`src/rtl/hazard_ctrl_pkg.sv`:
```
// Shared pipeline-control constants: forward selects, FSM encoding, register index width.
package pipe_pkg;
    localparam int REG_AW = 5;

    localparam logic [1:0] FWD_RF = 2'b00;
    localparam logic [1:0] FWD_W  = 2'b01;
    localparam logic [1:0] FWD_M  = 2'b10;

    localparam logic [0:0] ST_RUN      = 1'b0;
    localparam logic [0:0] ST_DIV_WAIT = 1'b1;
endpackage

```
`src/rtl/hazard_ctrl_if.sv`:
```
// Hazard-controller bundle: pipeline-side hazard inputs and control outputs.
interface hazard_ctrl_if #(
    parameter int CNT_W = 16
);
    import pipe_pkg::*;

    logic [REG_AW-1:0] rs1_D, rs2_D, rs1_E, rs2_E, rd_E, rd_M, rd_W;
    logic              mem_read_E, div_start_E, pc_src_E;
    logic              reg_write_M, dmem_req_M, dmem_ready, reg_write_W;
    logic              stall_F, stall_D, stall_E, stall_M;
    logic              flush_D, flush_E, flush_M, flush_W;
    logic [1:0]        forward_A_E, forward_B_E;
    logic              div_busy;
    logic [CNT_W-1:0]  stall_cnt;

    modport master (
        output rs1_D, rs2_D, rs1_E, rs2_E, rd_E, rd_M, rd_W,
               mem_read_E, div_start_E, pc_src_E,
               reg_write_M, dmem_req_M, dmem_ready, reg_write_W,
        input  stall_F, stall_D, stall_E, stall_M,
               flush_D, flush_E, flush_M, flush_W,
               forward_A_E, forward_B_E, div_busy, stall_cnt
    );

    modport slave (
        input  rs1_D, rs2_D, rs1_E, rs2_E, rd_E, rd_M, rd_W,
               mem_read_E, div_start_E, pc_src_E,
               reg_write_M, dmem_req_M, dmem_ready, reg_write_W,
        output stall_F, stall_D, stall_E, stall_M,
               flush_D, flush_E, flush_M, flush_W,
               forward_A_E, forward_B_E, div_busy, stall_cnt
    );
endinterface

```
`src/rtl/hazard_ctrl_fwd_sel.sv`:
```
// E-stage operand forward select for one source register; M result beats W, x0 never forwarded.
module fwd_sel
    import pipe_pkg::*;
(
    input  logic [REG_AW-1:0] rs_E_i,
    input  logic [REG_AW-1:0] rd_M_i,
    input  logic              reg_write_M_i,
    input  logic [REG_AW-1:0] rd_W_i,
    input  logic              reg_write_W_i,
    output logic [1:0]        fwd_o
);
    always_comb begin
        fwd_o = FWD_RF;
        if (reg_write_M_i && rd_M_i != '0 && rd_M_i == rs_E_i)
            fwd_o = FWD_M;
        else if (reg_write_W_i && rd_W_i != '0 && rd_W_i == rs_E_i)
            fwd_o = FWD_W;
    end
endmodule

```
`src/rtl/hazard_ctrl.sv`:
```
// 5-stage pipeline hazard controller: load-use, branch redirect, divide and memory waits.
module hazard_ctrl
    import pipe_pkg::*;
#(
    parameter int DIV_CYCLES = 8,
    parameter int CNT_W      = 16
) (
    input  logic         clk,
    input  logic         rst,
    hazard_ctrl_if.slave hz
);
    logic [0:0]       state_q, state_d;
    logic [7:0]       div_cnt_q, div_cnt_d;
    logic [CNT_W-1:0] cnt_q, cnt_d;

    logic mem_wait, div_stall, load_use;
    logic [3:0] stall_v, flush_v;  // {F,D,E,M} and {D,E,M,W}

    assign mem_wait  = hz.dmem_req_M & ~hz.dmem_ready;
    assign div_stall = (state_q == ST_RUN && hz.div_start_E) ||
                       (state_q == ST_DIV_WAIT && div_cnt_q != '0);
    assign load_use  = hz.mem_read_E && hz.rd_E != '0 &&
                       (hz.rd_E == hz.rs1_D || hz.rd_E == hz.rs2_D);

    always_comb begin
        stall_v = 4'b0000;
        flush_v = 4'b0000;
        if (rst) begin
            flush_v = 4'b1111;
        end else if (mem_wait) begin
            stall_v = 4'b1111;
            flush_v = 4'b0001;
        end else if (div_stall) begin
            stall_v = 4'b1110;
            flush_v = 4'b0010;
        end else if (hz.pc_src_E) begin
            flush_v = 4'b1100;
        end else if (load_use) begin
            stall_v = 4'b1100;
            flush_v = 4'b0100;
        end
    end

    assign {hz.stall_F, hz.stall_D, hz.stall_E, hz.stall_M} = stall_v;
    assign {hz.flush_D, hz.flush_E, hz.flush_M, hz.flush_W} = flush_v;
    assign hz.div_busy  = ~rst && state_q == ST_DIV_WAIT;
    assign hz.stall_cnt = cnt_q;

    logic [1:0] fwd_a, fwd_b;

    fwd_sel u_fwd_a (
        .rs_E_i(hz.rs1_E), .rd_M_i(hz.rd_M), .reg_write_M_i(hz.reg_write_M),
        .rd_W_i(hz.rd_W), .reg_write_W_i(hz.reg_write_W), .fwd_o(fwd_a)
    );
    fwd_sel u_fwd_b (
        .rs_E_i(hz.rs2_E), .rd_M_i(hz.rd_M), .reg_write_M_i(hz.reg_write_M),
        .rd_W_i(hz.rd_W), .reg_write_W_i(hz.reg_write_W), .fwd_o(fwd_b)
    );

    assign hz.forward_A_E = rst ? FWD_RF : fwd_a;
    assign hz.forward_B_E = rst ? FWD_RF : fwd_b;

    // Entry cycle in RUN plus DIV_CYCLES-1 cycles in DIV_WAIT (counting down to 0).
    always_comb begin
        state_d   = state_q;
        div_cnt_d = div_cnt_q;
        if (!mem_wait) begin
            if (state_q == ST_RUN) begin
                if (hz.div_start_E) begin
                    state_d   = ST_DIV_WAIT;
                    div_cnt_d = 8'(DIV_CYCLES - 2);
                end
            end else if (div_cnt_q != '0) begin
                div_cnt_d = div_cnt_q - 8'd1;
            end else begin
                state_d = ST_RUN;
            end
        end
    end

    always_comb begin
        cnt_d = cnt_q;
        if (stall_v[3] && cnt_q != '1)
            cnt_d = cnt_q + 1'b1;
    end

    always_ff @(posedge clk) begin
        if (rst) begin
            state_q   <= ST_RUN;
            div_cnt_q <= '0;
            cnt_q     <= '0;
        end else begin
            state_q   <= state_d;
            div_cnt_q <= div_cnt_d;
            cnt_q     <= cnt_d;
        end
    end
endmodule
```
`src/flat_wrapper.sv`:
```
// flat-port wrapper written by rule: the top's interface ports become plain ports
module hazard_ctrl_flat import pipe_pkg::*;
#(
    parameter int DIV_CYCLES = 8,
    parameter int CNT_W      = 16
)
  (clk, rst, hz_rs1_D, hz_rs2_D, hz_rs1_E, hz_rs2_E, hz_rd_E, hz_rd_M, hz_rd_W, hz_mem_read_E, hz_div_start_E, hz_pc_src_E, hz_reg_write_M, hz_dmem_req_M, hz_dmem_ready, hz_reg_write_W, hz_stall_F, hz_stall_D, hz_stall_E, hz_stall_M, hz_flush_D, hz_flush_E, hz_flush_M, hz_flush_W, hz_forward_A_E, hz_forward_B_E, hz_div_busy, hz_stall_cnt);
  hazard_ctrl_if #(.CNT_W(CNT_W)) hz_i ();
  input  logic clk;
  input  logic rst;
  input wire logic [$bits(hz_i.rs1_D)-1:0] hz_rs1_D;
  input wire logic [$bits(hz_i.rs2_D)-1:0] hz_rs2_D;
  input wire logic [$bits(hz_i.rs1_E)-1:0] hz_rs1_E;
  input wire logic [$bits(hz_i.rs2_E)-1:0] hz_rs2_E;
  input wire logic [$bits(hz_i.rd_E)-1:0] hz_rd_E;
  input wire logic [$bits(hz_i.rd_M)-1:0] hz_rd_M;
  input wire logic [$bits(hz_i.rd_W)-1:0] hz_rd_W;
  input wire logic [$bits(hz_i.mem_read_E)-1:0] hz_mem_read_E;
  input wire logic [$bits(hz_i.div_start_E)-1:0] hz_div_start_E;
  input wire logic [$bits(hz_i.pc_src_E)-1:0] hz_pc_src_E;
  input wire logic [$bits(hz_i.reg_write_M)-1:0] hz_reg_write_M;
  input wire logic [$bits(hz_i.dmem_req_M)-1:0] hz_dmem_req_M;
  input wire logic [$bits(hz_i.dmem_ready)-1:0] hz_dmem_ready;
  input wire logic [$bits(hz_i.reg_write_W)-1:0] hz_reg_write_W;
  output wire logic [$bits(hz_i.stall_F)-1:0] hz_stall_F;
  output wire logic [$bits(hz_i.stall_D)-1:0] hz_stall_D;
  output wire logic [$bits(hz_i.stall_E)-1:0] hz_stall_E;
  output wire logic [$bits(hz_i.stall_M)-1:0] hz_stall_M;
  output wire logic [$bits(hz_i.flush_D)-1:0] hz_flush_D;
  output wire logic [$bits(hz_i.flush_E)-1:0] hz_flush_E;
  output wire logic [$bits(hz_i.flush_M)-1:0] hz_flush_M;
  output wire logic [$bits(hz_i.flush_W)-1:0] hz_flush_W;
  output wire logic [$bits(hz_i.forward_A_E)-1:0] hz_forward_A_E;
  output wire logic [$bits(hz_i.forward_B_E)-1:0] hz_forward_B_E;
  output wire logic [$bits(hz_i.div_busy)-1:0] hz_div_busy;
  output wire logic [$bits(hz_i.stall_cnt)-1:0] hz_stall_cnt;
  assign hz_i.rs1_D = hz_rs1_D;
  assign hz_i.rs2_D = hz_rs2_D;
  assign hz_i.rs1_E = hz_rs1_E;
  assign hz_i.rs2_E = hz_rs2_E;
  assign hz_i.rd_E = hz_rd_E;
  assign hz_i.rd_M = hz_rd_M;
  assign hz_i.rd_W = hz_rd_W;
  assign hz_i.mem_read_E = hz_mem_read_E;
  assign hz_i.div_start_E = hz_div_start_E;
  assign hz_i.pc_src_E = hz_pc_src_E;
  assign hz_i.reg_write_M = hz_reg_write_M;
  assign hz_i.dmem_req_M = hz_dmem_req_M;
  assign hz_i.dmem_ready = hz_dmem_ready;
  assign hz_i.reg_write_W = hz_reg_write_W;
  assign hz_stall_F = hz_i.stall_F;
  assign hz_stall_D = hz_i.stall_D;
  assign hz_stall_E = hz_i.stall_E;
  assign hz_stall_M = hz_i.stall_M;
  assign hz_flush_D = hz_i.flush_D;
  assign hz_flush_E = hz_i.flush_E;
  assign hz_flush_M = hz_i.flush_M;
  assign hz_flush_W = hz_i.flush_W;
  assign hz_forward_A_E = hz_i.forward_A_E;
  assign hz_forward_B_E = hz_i.forward_B_E;
  assign hz_div_busy = hz_i.div_busy;
  assign hz_stall_cnt = hz_i.stall_cnt;
  hazard_ctrl #(.DIV_CYCLES(DIV_CYCLES), .CNT_W(CNT_W)) u_core (.clk(clk), .rst(rst), .hz(hz_i));
endmodule
```
`config.mk`:
```
export PLATFORM = sky130hd
export DESIGN_NAME = hazard_ctrl_flat
export DESIGN_NICKNAME = d
export VERILOG_FILES = /design/src/rtl/hazard_ctrl_pkg.sv /design/src/rtl/hazard_ctrl_if.sv /design/src/rtl/hazard_ctrl_fwd_sel.sv /design/src/rtl/hazard_ctrl.sv /design/src/flat_wrapper.sv
export SDC_FILE = /design/constraint.sdc
export NUM_CORES = 1
export LEC_CHECK = 0
export CAP_MARGIN = 20
export CORE_MARGIN = 3
export CORE_UTILIZATION = 40
export DETAILED_ROUTE_END_ITERATION = 8
export PLACE_DENSITY = 0.77
export REMOVE_ABC_BUFFERS = 1
export SLEW_MARGIN = 20
export SYNTH_ARGS = -nofsm -noshare
export SYNTH_HDL_FRONTEND = slang
export SYNTH_HIERARCHICAL = 1
export SYNTH_SLANG_ARGS = --single-unit
```
`constraint.sdc`:
```
create_clock -name clk -period 2.5 [get_ports clk]
set_input_delay 0.625 -clock clk [delete_from_list [all_inputs] [get_ports clk]]
set_output_delay 0.625 -clock clk [all_outputs]
set_load 0.1 [all_outputs]
```
After elaboration in Yosys (flattened, before gate mapping):

Index checks and enable logic that the tools add are counted.

* word-level logic and storage cells: 60
* input bits: 44
* bits in registers: 25

* mux-type cells: 22
* reduce and logical (&&, ||, !) cells: 20
* eq/ne operators: 8
* $add $sub $neg: 2
* bitwise operators: 5

Operator list (count)
* 4-bit 2-to-1 mux: 9
* 5-bit equality test: 6
* 8-bit 2-to-1 mux: 3
* 16-bit by 1-bit adder with 16-bit output, second input constant: 1
* 16-bit inequality test, second input constant: 1
* 5-bit nonzero test: 3
* 1-bit logical AND: 12
* 2-bit 2-to-1 mux: 4
* 8-bit nonzero test: 1
* 8-bit by 1-bit subtractor with 8-bit output, second input constant: 1
* 1-bit 2-to-1 mux: 5
* 1-bit inverter: 4
* 3-bit 2-to-1 mux: 1
* 3-bit AND reduction: 1
* 1-bit logical OR: 2
* 2-bit inequality test, second input constant: 1
* 2-bit nonzero test: 1
* 1-bit AND: 1

Longest topological paths before layout:

* depth in word-level cells: 9
* depth in mapped cells: 10

Modules after synthesis:

Netlist, hierarchy kept.

Modules (own cells, without submodules)
* hazard_ctrl: times used 1, area each 1552.7 um2, seq. area each 500.5 um2, cells each 175
* fwd_sel: times used 2, area each 151.4 um2, seq. area each 0.0 um2, cells each 20

Worst setup path before layout:

No wires, ideal clock.

* kind: in2out
* start point: in hz_dmem_ready
* end point: out hz_stall_F
* buffers on the path: 3
* data required time: 1.875 ns
* arrival time: 3.256 ns
* cell stages on the path: 7
* setup slack: -1.381 ns
* cell sequence: nand2b_2 a21oi_2 a31oi_4 buf_6 buf_12 inv_1 buf_4

* cells in the longest elaborated chain, start to end: 4

RTL lines
* from (decl): RTL line flat_wrapper.sv:23 `input wire logic [$bits(hz_i.dmem_ready)-1:0] hz_dmem_ready;`
* 1-bit inverter: RTL line hazard_ctrl.sv:19 `assign mem_wait = hz.dmem_req_M & ~hz.dmem_ready;`
* 1-bit AND: RTL line hazard_ctrl.sv:19
* 4-bit 2-to-1 mux: RTL line hazard_ctrl.sv:30 `end else if (mem_wait) begin`
* 4-bit 2-to-1 mux: RTL line hazard_ctrl.sv:28 `if (rst) begin`
* to (decl): RTL line flat_wrapper.sv:25 `output wire logic [$bits(hz_i.stall_F)-1:0] hz_stall_F;`

No other way between the ends.

Worst setup path after layout:

* start point: in hz_rd_E[1]
* end point: out hz_stall_D

* cells in the longest elaborated chain, start to end: 8

RTL lines
* from (decl): RTL line flat_wrapper.sv:15 `input wire logic [$bits(hz_i.rd_E)-1:0] hz_rd_E;`
* 5-bit equality test or 5-bit nonzero test (tied branches): RTL line hazard_ctrl.sv:23, hazard_ctrl.sv:22
* 1-bit logical OR or 1-bit logical AND (tied branches): RTL line hazard_ctrl.sv:23, hazard_ctrl.sv:22
* 1-bit logical AND (*): RTL line hazard_ctrl.sv:22 `assign load_use = hz.mem_read_E && hz.rd_E != '0 &&`
* 4-bit 2-to-1 mux (*): RTL line hazard_ctrl.sv:38 `end else if (load_use) begin`
* 4-bit 2-to-1 mux (*): RTL line hazard_ctrl.sv:36 `end else if (hz.pc_src_E) begin`
* 4-bit 2-to-1 mux (*): RTL line hazard_ctrl.sv:33 `end else if (div_stall) begin`
* 4-bit 2-to-1 mux (*): RTL line hazard_ctrl.sv:30
* 4-bit 2-to-1 mux (*): RTL line hazard_ctrl.sv:28
* to (decl): RTL line flat_wrapper.sv:26 `output wire logic [$bits(hz_i.stall_D)-1:0] hz_stall_D;`

Every way passes the cells marked *; elsewhere a longest branch is shown, timed or not.

==> metrics.txt <==
outcome=complete, but fails checks; failing checks=negative setup slack; adder and majority gate portion of the synthesized area=0.0202; first-pass GRT wire length=around 8500 µm; Max-slew headroom=0.638; Post-Syn Area=about 0.0019 mm²; Reg clk slew, reported paths=80 ps; register area=around 500 µm²; Layout area overhead=62.4%; FF+latch count, synth=25; share of cells above drive strength 1=0.416; initial antenna violation count=0; Final Hold Viols=0; cts bufs inserted=3; ANT nets after route=0; most common cell in the netlist=dfxtp_1; setup tns final=-68.9 ps; iteration count of the initial detailed-routing pass=4; multiplexer share of the synthesized area=0.00809; RePlAce Congestion=0.812; register area share after synthesis=0.270; DPL Wire Length=between 4000 and 5000 µm; crit path kind=in2out; Pins Over Slew Limit=0; H-tree levels=1; Tcrit/Tclk final=1.01; Peak VDD IR=between 0.3 and 0.4 mV; critical path arrival=approximately 1900 ps; global route overflow=0; die height=74.1 µm; gr usage total=0.192; Top FF cell, synth=dfxtp_1; Port Buffers=just over 70; Worst Skew=5.39 ps; XOR/XNOR share of the synthesized area=0.151; initial core utilization=0.420; clock sinks=25; largest net degree at the start of global routing=19; Site Rows=24; vias per inst=between 5 and 6; Clock Latency Late Sink=~270 ps; library cells used by synthesis=54; Placement Setup Slack=-447 ps; Mapped Cells=roughly 220; Synth Warn #=6; Critical Path End Type=primary output; Core ar.=0.00441 mm²; # diodes=0; filler instances=347; largest family of logic cells by synthesized area=simple AND/OR/NAND/NOR gates; # nets final=approximately 360; Async S/R FF share, synth=0; wire per inst=~15 µm; fin crit period=2530 ps; worst hold path type=reg2reg; CTS tree=yes; endpoints failing setup=3; Post-synth EDFFs=0; unrepaired setup endpoints after global routing=yes; Slew @ Worst Pin=between 500 and 600 ps; Remaining DRCs=0; Max Cap Violations=0; Synth top area share=0.270; Synth Area in Simple Gates=0.283; clk buf depth=2; die area=about 0.0055 mm²; top cells by area, synth=dfxtp_1, xnor2_1, a21oi_1; syn avg cell area=roughly 8.6 µm²; PwrDens=approximately 420 mW/mm²; CP Max Fanout=2; hold_buf cts=0; area of the multi-input gates=~0.0014 mm²; Placed Area=approximately 0.0029 mm²; io pins=between 70 and 80; Synth top cells by count=dfxtp_1, xnor2_1, nand2_1, nor2_1, a21oi_1; vias in the first global route=roughly 1,900; Root Buffer=clkbuf_8; Max Clk Rate=395 MHz; Leak=~1.2 nW; dominant cell type by area after synthesis=dfxtp_1; dpl cells=approximately 360; First DRT Iteration DRCs=81; Critical Path Start Type=input pin; WHS=around 500 ps; Layout Cells excl Fill=362; compound-cell area share of the yosys netlist=0.212; Post-Route WL=5310 µm; Die X=between 70 and 80 µm; vias after detailed routing=~2,000; worst setup margin=-32.1 ps; fin area=roughly 0.003 mm²; Worst EP required=approximately 1900 ps
cell type report:
class / instances / share of cell area
clock buffers: 4 / 0.0149
inverters: 6 / 0.00747
multi-input cells: 174 / 0.465
flip-flops and latches: 25 / 0.167
well taps: 52 / 0.0216
repair buffers: 101 / 0.323
layer usage:
metal,share of wire,vias up,track usage
met3,0.040,12,0.0230
li1,-,984,-
met5,0,-,0
met4,0.021,0,0.0523
met1,0.43,921,0.236
met2,0.51,55,0.351
worst paths after layout:
kind                           startpoint                       to  slack (ps)  cells after the start
hold reg to reg   u_core/hz.stall_cnt[11]  u_core/hz.stall_cnt[11]         500                      2
setup / recovery               hz_rd_E[1]               hz_stall_D         -30                      6
setup reg to reg      u_core/div_cnt_q[0]  u_core/hz.stall_cnt[15]         200                     10
hold / removal    u_core/hz.stall_cnt[11]  u_core/hz.stall_cnt[11]         500                      2
per-stage QoR:
step | utilization | power [mW]
final | 0.683 | 1.28
after global routing | 0.683 | 1.34
after CTS | 0.672 | 1.26
after detailed placement | 0.651 | 1.02
after global placement | 0.651 | 1.01
after floorplan | - | 0.763
flip-flops by register name (all words and copies together) (netlist names):
| register | count |
|---|---|
| u_core/hz.stall_cnt | 16 |
| u_core/div_cnt_q | 8 |
| u_core/state_q | 1 |
where the power goes:
part | internal [mW] | switching (mW)
sequential | 0.422 | 0.0256
combinational | 0.266 | 0.326
clock | 0.114 | 0.126
total | 0.802 | 0.477
worst max-delay path, cell delays in order:
cell     delay [ps]
buf_6            90
or4_4           530
o21a_4          230
a31oi_4         170
inv_2            90
buf_12          170
cells in the final DEF (no fill, tap or decap), drive strengths merged, types with 8 or more instances in the layout:
| cell type | count |
|---|---|
| a21oi | 15 |
| xnor2 | 24 |
| clkbuf | 8 |
| dlygate4sd2 | 12 |
| or4 | 10 |
| dfxtp | 25 |
| o41ai | 8 |
| buf | 73 |
| nor2 | 17 |
| nand3 | 13 |
| nand2 | 18 |
| xor2 | 8 |
logic make-up after synthesis:
group                      Yosys count
AOI/OAI and AO/OA                   48
xor gates and xnor gates            32
adders and majority gates            3
buffers and inverters               16
DFF                                 25
muxes                                1
and+or+nand+nor                     90
timing repair:
item,in CTS,in global routing
cloned,0,0
setup endpoints to repair,19,10
resized for setup,100,35
setup buffers,0,1
pin swaps,31,24
Note: power is estimated with default switching activity, not from simulation.
